<file path="src/rtl/syn_weight_acc.sv">
// Serial synaptic accumulator: walks the weight store once per start and
// produces the saturated sum of weights whose presynaptic input spiked.
module syn_weight_acc #(
    parameter int n_stage  = 6,
    parameter int n_inputs = 8,
    localparam int W  = n_stage + 2,
    localparam int AW = ($clog2(n_inputs) > 1) ? $clog2(n_inputs) : 1
) (
    input  logic                clk,
    input  logic                rst_n,
    input  logic                start,
    input  logic [n_inputs-1:0] x_in,
    output logic [AW-1:0]       w_addr,
    input  logic [W-1:0]        w_data,
    output logic [W-1:0]        sum_wx,
    output logic                done,
    output logic                busy,
    output logic                sat
);

    typedef enum logic [1:0] {
        IDLE  = 2'd0,
        ACCUM = 2'd1,
        DONE  = 2'd2
    } state_t;

    localparam logic [AW-1:0] LAST  = AW'(n_inputs - 1);
    localparam logic [W-1:0]  S_MAX = {1'b0, {(W-1){1'b1}}};
    localparam logic [W-1:0]  S_MIN = {1'b1, {(W-1){1'b0}}};

    state_t              state_q, state_d;
    logic [n_inputs-1:0] x_reg_q, x_reg_d;
    logic [W-1:0]        acc_q, acc_d;
    logic [AW-1:0]       idx_q, idx_d;
    logic                sat_run_q, sat_run_d;
    logic [W-1:0]        sum_wx_q, sum_wx_d;
    logic                sat_q, sat_d;
    logic                done_q, done_d;
    logic                busy_q, busy_d;
    logic [W:0]          sum_ext;

    always_comb begin
        state_d   = state_q;
        x_reg_d   = x_reg_q;
        acc_d     = acc_q;
        idx_d     = idx_q;
        sat_run_d = sat_run_q;
        sum_wx_d  = sum_wx_q;
        sat_d     = sat_q;
        done_d    = 1'b0;
        w_addr    = '0;
        // One guard bit: overflow shows up as the top two bits disagreeing.
        sum_ext   = {acc_q[W-1], acc_q} + {w_data[W-1], w_data};

        case (state_q)
            IDLE: begin
                if (start) begin
                    state_d   = ACCUM;
                    x_reg_d   = x_in;
                    acc_d     = '0;
                    idx_d     = '0;
                    sat_run_d = 1'b0;
                end
            end
            ACCUM: begin
                w_addr = idx_q;
                if (x_reg_q[idx_q]) begin
                    if (sum_ext[W] != sum_ext[W-1]) begin
                        acc_d     = sum_ext[W] ? S_MIN : S_MAX;
                        sat_run_d = 1'b1;
                    end else begin
                        acc_d = sum_ext[W-1:0];
                    end
                end
                idx_d = idx_q + 1'b1;
                // Result registers load on the edge into DONE so they are valid with done.
                if (idx_q == LAST) begin
                    state_d  = DONE;
                    idx_d    = '0;
                    done_d   = 1'b1;
                    sum_wx_d = acc_d;
                    sat_d    = sat_run_d;
                end
            end
            DONE: begin
                state_d = IDLE;
            end
            default: begin
                state_d = IDLE;
            end
        endcase

        busy_d = (state_d != IDLE);
    end

    always_ff @(posedge clk or negedge rst_n) begin
        if (!rst_n) begin
            state_q   <= IDLE;
            x_reg_q   <= '0;
            acc_q     <= '0;
            idx_q     <= '0;
            sat_run_q <= 1'b0;
            sum_wx_q  <= '0;
            sat_q     <= 1'b0;
            done_q    <= 1'b0;
            busy_q    <= 1'b0;
        end else begin
            state_q   <= state_d;
            x_reg_q   <= x_reg_d;
            acc_q     <= acc_d;
            idx_q     <= idx_d;
            sat_run_q <= sat_run_d;
            sum_wx_q  <= sum_wx_d;
            sat_q     <= sat_d;
            done_q    <= done_d;
            busy_q    <= busy_d;
        end
    end

    assign sum_wx = sum_wx_q;
    assign sat    = sat_q;
    assign done   = done_q;
    assign busy   = busy_q;

endmodule

</file>
<file path="config.mk">
export PLATFORM = sky130hd
export DESIGN_NAME = syn_weight_acc
export DESIGN_NICKNAME = d
export VERILOG_FILES = /design/src/rtl/syn_weight_acc.sv
export SDC_FILE = /design/constraint.sdc
export NUM_CORES = 1
export LEC_CHECK = 0
export CAP_MARGIN = 20
export CELL_PAD_IN_SITES_DETAIL_PLACEMENT = 0
export CELL_PAD_IN_SITES_GLOBAL_PLACEMENT = 1
export CORE_UTILIZATION = 30
export CTS_CLUSTER_SIZE = 20
export DETAILED_ROUTE_END_ITERATION = 10
export PLACE_DENSITY = 0.66
export SYNTH_ARGS = -nofsm -noshare
export SYNTH_HDL_FRONTEND = slang
export SYNTH_SLANG_ARGS = --single-unit
</file>
<file path="constraint.sdc">
create_clock -name clk -period 2.6 [get_ports clk]
set_input_delay 0.39 -clock clk [delete_from_list [all_inputs] [get_ports clk]]
set_output_delay 0.39 -clock clk [all_outputs]
set_load 0.05 [all_outputs]
</file>
Word-level counts from Yosys, hierarchy flattened
Cells that the tools add are included.
{"block": "word_totals", "reg_bits": 33, "output_inout_bits": 14}
{"block": "op_classes", "reduce_logical": 6, "eq_ne": 4, "mux": 20, "add_sub_neg": 2, "order_cmp": 1}
{"cell": "8-bit two-way mux", "n": 4}
{"cell": "8-bit one-hot mux with 2 select lines", "n": 1}
{"cell": "8-bit by 8-bit adder with 9-bit output", "n": 1}
{"cell": "3-bit two-way mux", "n": 3}
{"cell": "1-bit two-way mux", "n": 6}
{"cell": "3-bit one-hot mux with 2 select lines", "n": 1}
{"cell": "2-bit AND reduction", "n": 3}
{"cell": "3-bit by 4-bit less-than comparator with 1-bit output (second input constant)", "n": 1}
{"cell": "2-bit two-way mux", "n": 2}
{"cell": "2-bit one-hot mux with 2 select lines", "n": 1}
{"cell": "2-bit nonzero test", "n": 2}
{"cell": "3-bit by 1-bit adder with 3-bit output (second input constant)", "n": 1}
{"cell": "1-bit binary-select mux with 3-bit select", "n": 1}
{"cell": "3-bit == test (second input constant)", "n": 1}
{"cell": "2-bit by 1-bit == test with 1-bit output (second input constant)", "n": 1}
{"cell": "2-bit zero test", "n": 1}
{"cell": "2-bit != test (second input constant)", "n": 1}
{"cell": "1-bit one-hot mux with 2 select lines", "n": 1}
{"cell": "1-bit != test", "n": 1}

Logic depth before layout (Yosys ltp)
Gate-level depths: netlist (run 1).
{"block": "logic_depth", "depth_word": 5, "ltp_mapped": 8}

Worst setup path before layout (run 1)
OpenSTA, ideal clock, no wires.
{"block": "synth_timing", "path_type": "input to register", "from": "input w_data[0]", "to": "register acc_q[5]", "setup_time_ps": 140, "t_arrival_ps": 2274, "path_stages": 8, "setup_slack_ps": 186, "path_buffers": 0, "cell_sequence": "ha_1 fa_1 a21o_1 a221oi_2 nor2b_1 o31ai_4 maj3_1 a211oi_2"}
{"block": "synth_between", "elab_chain_len": 5, "word_cells_on_any_way": 6}
{"item": "start, declared", "line_no": "14", "rtl": "input logic [W-1:0] w_data,"}
{"item": "8-bit by 8-bit adder with 9-bit output (*)", "line_no": "53", "rtl": "sum_ext = {acc_q[W-1], acc_q} + {w_data[W-1], w_data};"}
{"item": "8-bit two-way mux or 1-bit != test (tied branches)", "line_no": "69, 68"}
{"item": "8-bit two-way mux (*)", "line_no": "68", "rtl": "if (sum_ext[W] != sum_ext[W-1]) begin"}
{"item": "8-bit two-way mux (*)", "line_no": "67", "rtl": "if (x_reg_q[idx_q]) begin"}
{"item": "8-bit one-hot mux with 2 select lines (*)", "line_no": "55", "rtl": "case (state_q)"}
{"item": "end signal, assigned", "line_no": "100", "rtl": "acc_q <= '0;"}
{"item": "end signal, assigned", "line_no": "110", "rtl": "acc_q <= acc_d;"}
{"item": "end, declared", "line_no": "33", "rtl": "logic [W-1:0] acc_q, acc_d;"}
Every way passes the cells marked *; elsewhere a longest branch is shown, timed or not.
A chain may end at the register's enable or synchronous reset.

Final worst setup path (run 1)
{"block": "layout_timing", "from": "input w_data[0]", "to": "register sat_q, in the netlist sat"}
{"block": "layout_between", "elab_chain_len": 4}
{"item": "8-bit by 8-bit adder with 9-bit output", "line_no": "53"}
{"item": "1-bit != test", "line_no": "68"}
{"item": "1-bit two-way mux", "line_no": "68"}
{"item": "1-bit two-way mux", "line_no": "67"}
{"item": "end signal, assigned", "line_no": "114", "rtl": "sat_q <= sat_d;"}
{"item": "end, declared", "line_no": "37", "rtl": "logic sat_q, sat_d;"}
Every way passes these cells.

==> flow_summary.yaml, run 1 <==
layout:
  nets: 245
  final_cell_mix: "33 x dfrtp_1, 32 x clkdlybuf4s50_1, 15 x buf_4, 11 x nand2_1, 9 x ha_1"
  fill_cells: 573
  final_util_pct: 41.82
  synthToLayoutAreaGrowth_pct: 34.90
  final_common_cell: "dfrtp_1"
  n_antenna_cell: 0
  drive_gt1_share_pct: 20.37
  layout.cells.non_filler: 291
worst_setup_path:
  critPathRequiredTime_ns: 2.75
  path_max_fanout: 8
  slowest_delay_ns: 0.43
  worst-path-buf-inv: 2
  crit_type: "in -> reg"
  slowest_stage: "clkdlybuf4s50_1"
  cp_cell_sequence: "clkdlybuf4s50_1, ha_2, fa_1, a21o_1, a221oi_2, nor2b_2, o31ai_4, buf_6, xnor2_2, o221ai_1"
  setup.worst_path.start_class: "primary input"
  crit_path_end_kind: "register"
  cpLargestDelayFamily: "compound AO/OA/AOI/OAI gates"
  arrival_ns: 2.63
floorplanning:
  dieArea_um2: 6435
  die_w_um: 80.22
  core_region_area_um2: 5921
  start_util_pct: 31.00
  io_pins: 33
  die_h_um: 80.22
  std_cell_rows: 28
power:
  swShare_pct: 44.23
  p_leak_nw: 1.072
  p_total_mw: 3.617
  seqPwrFrac_pct: 26.2
  power_switching_mw: 1.600
  clkPwrFrac_pct: 11.8
  ir_drop_mv: 0.5493
  intPower_mw: 2.017
  p_comb_share_pct: 62.0
  powerDensity_nw_per_um2: 1461
synth:
  synth_fp_nets: 193
  ys_ff_latch: 33
  yosys_warnings: 0
  ys_seq_area_share_pct: 44.99
  synth_ff_type: "dfrtp_1"
  synthCells: 163
  synth-edff-count: 0
  synthArstFlopShare_pct: 100.0
  avgSynthCellArea_um2: 11.26
  synth_area_um2: 1836
  ys_types: 48
clock_network:
  htree_levels: 2
  clockBufferDepth: 2
  cts_buffers: 5
  path_clk_slew_ns: 0.07
  cts_tree: "built"
  clk_latency_ns: 0.28
  cts-root-buf: "clkbuf_8"
  cts.sinks: 33
  post-cts-setup-buffer-count: 0
global_route:
  grt.overflow.total: 0
  gr-usage-all-layers_pct: 14.00
  grt_max_degree: 34
  antenna_found_initial: 0
  grt_pass1_vias: 1398
  grt_pass1_wl_um: 6686
sta:
  skew_ns: 0.002863
  period_share_pct: 95.23
  slew_violations: 0
  hold_violations: 0
  worst_pin_slew_ns: 0.5094
  fin_crit_ns: 2.476
  finalSetupViolations: 0
  relSlewSlack_pct: 65.94
  clock.fmax_mhz: 403.9
placed_design:
  gp_routability_congestion: 0.7092
  place_hpwl_um: 3025
  placed_cells: 283
  port_buffers: 32
route:
  drt_iter0_drc: 61
  detail_route.first_pass.iterations: 4
  vias_per_cell: 4.859
  drc: 0
  finalWirelength_um: 3867
  avgRoutedWirePerCell_um: 13.29
  vias: 1414
  ant_nets: 0
outcome:
  status: "finished clean"
hold_path:
  hold_path.class: "reg -> reg"
run:
  drv_cap: 0
-- tightest hold or removal path, cell delays in order (launching register included) --
cell and delay, ns:
dfrtp_1 0.34, nand2_1 0.04, o21ai_0 0.06
-- per-layer routing --
layer / global-route usage, % / up-vias / wire length, um
met5: 0 / - / 0
met4: 6.429 / 0 / 77
met3: 3.295 / 6 / 133
met2: 21.03 / 28 / 1659
met1: 18.94 / 662 / 1996
li1: - / 718 / -
-- path summary, 6_finish.rpt --
kind                       depth (start not counted)         to  slack (ns)      start
max in group asynchronous                          2   acc_q[4]        1.79      rst_n
max                                               10        sat        0.12  w_data[0]
min                                                2  sum_wx[7]        0.48  sum_wx[7]
min reg2reg                                        2  sum_wx[7]        0.48  sum_wx[7]
max reg2reg                                        9        sat        0.28   acc_q[0]
min in group asynchronous                          2   idx_q[2]        0.51      rst_n
-- Yosys cell counts (all sizes together), types with 4 or more instances --
cell type | count | area, um^2
o21ai | 7 | 35.03
maj3 | 6 | 60.06
a31oi | 4 | 25.02
ha | 10 | 125.1
a22oi | 5 | 37.54
dfrtp | 33 | 825.8
inv | 8 | 30.03
mux2i | 4 | 40.04
a21oi | 4 | 20.02
o2bb2ai | 5 | 43.79
nor2 | 4 | 15.01
mux2 | 8 | 90.09
nand2 | 11 | 41.29
and2 | 5 | 31.28
-- power groups by stage --
| stage | sequential [mW] | combinational, mW | clock (mW) |
|---|---|---|---|
| finish | 0.949 | 2.24 | 0.426 |
| global placement | 0.959 | 2.21 | 0 |
| floorplan | 1.17 | 1.32 | 0 |
| CTS | 0.953 | 2.23 | 0.443 |
| global route | 0.992 | 2.47 | 0.471 |
| detailed placement | 0.964 | 2.22 | 0 |
-- cells by family (layout without fill, tap and decap cells) --
family          count (synthesis)  in the layout  synth area share (%)
simple gates                   38             38                 11.38
fa+ha+maj                      17             17                 11.18
compound gates                 46             46                 19.50
flops                          33             33                 44.99
xor+xnor                        5              5                 2.386
buf+inv                        11             64                 2.250
mux                            13             13                 8.316
-- stage by stage --
stage / hold slack [ns] / setup TNS (ns) / setup WS [ns] / instance area [um^2]
after floorplan: 0.09441 / 0 / 0.1861 / 1836
after global placement: 0.4699 / -4.045 / -0.2782 / 2359
after detailed placement: 0.4756 / -4.441 / -0.3178 / 2359
after CTS: 0.4919 / 0 / 0.01164 / 2464
after global routing: 0.5352 / -0.008548 / -0.008548 / 2476
final: 0.4806 / 0 / 0.1241 / 2476
-- area by class of cell --
class	count	area, um^2	share of cell area, %
timing repair buffer	48	444.2	17.94
tap	75	93.84	3.790
multi-input combinational	119	980.9	39.62
sequential	33	825.8	33.35
inverter	8	30.03	1.213
clock inverter	1	5.005	0.2021
clock buffer	7	96.34	3.891
-- sequential cells by signal, summed over array words and instances (netlist names) --
signal,flops
acc_q,8
x_reg_q,8
done,1
busy,1
sat,1
sum_wx,8
state_q,2
idx_q,3
sat_run_q,1
-- repair_timing --
item | in CTS | in global routing
hold buffers | 0 | 0
resized for setup | 1 | 4
gates cloned | 0 | 0
pin swaps | 0 | 2
endpoints found under the hold margin | 0 | 0
setup endpoints to repair | 1 | 15
Note: power is estimated with default switching activity, not from simulation.
==> run 2, diff against run 1 <==
CAP_MARGIN = 10   (was 20)
==> results of run 2 <==
Same layout as run 1: the final DEF is identical, and so are final timing and power.
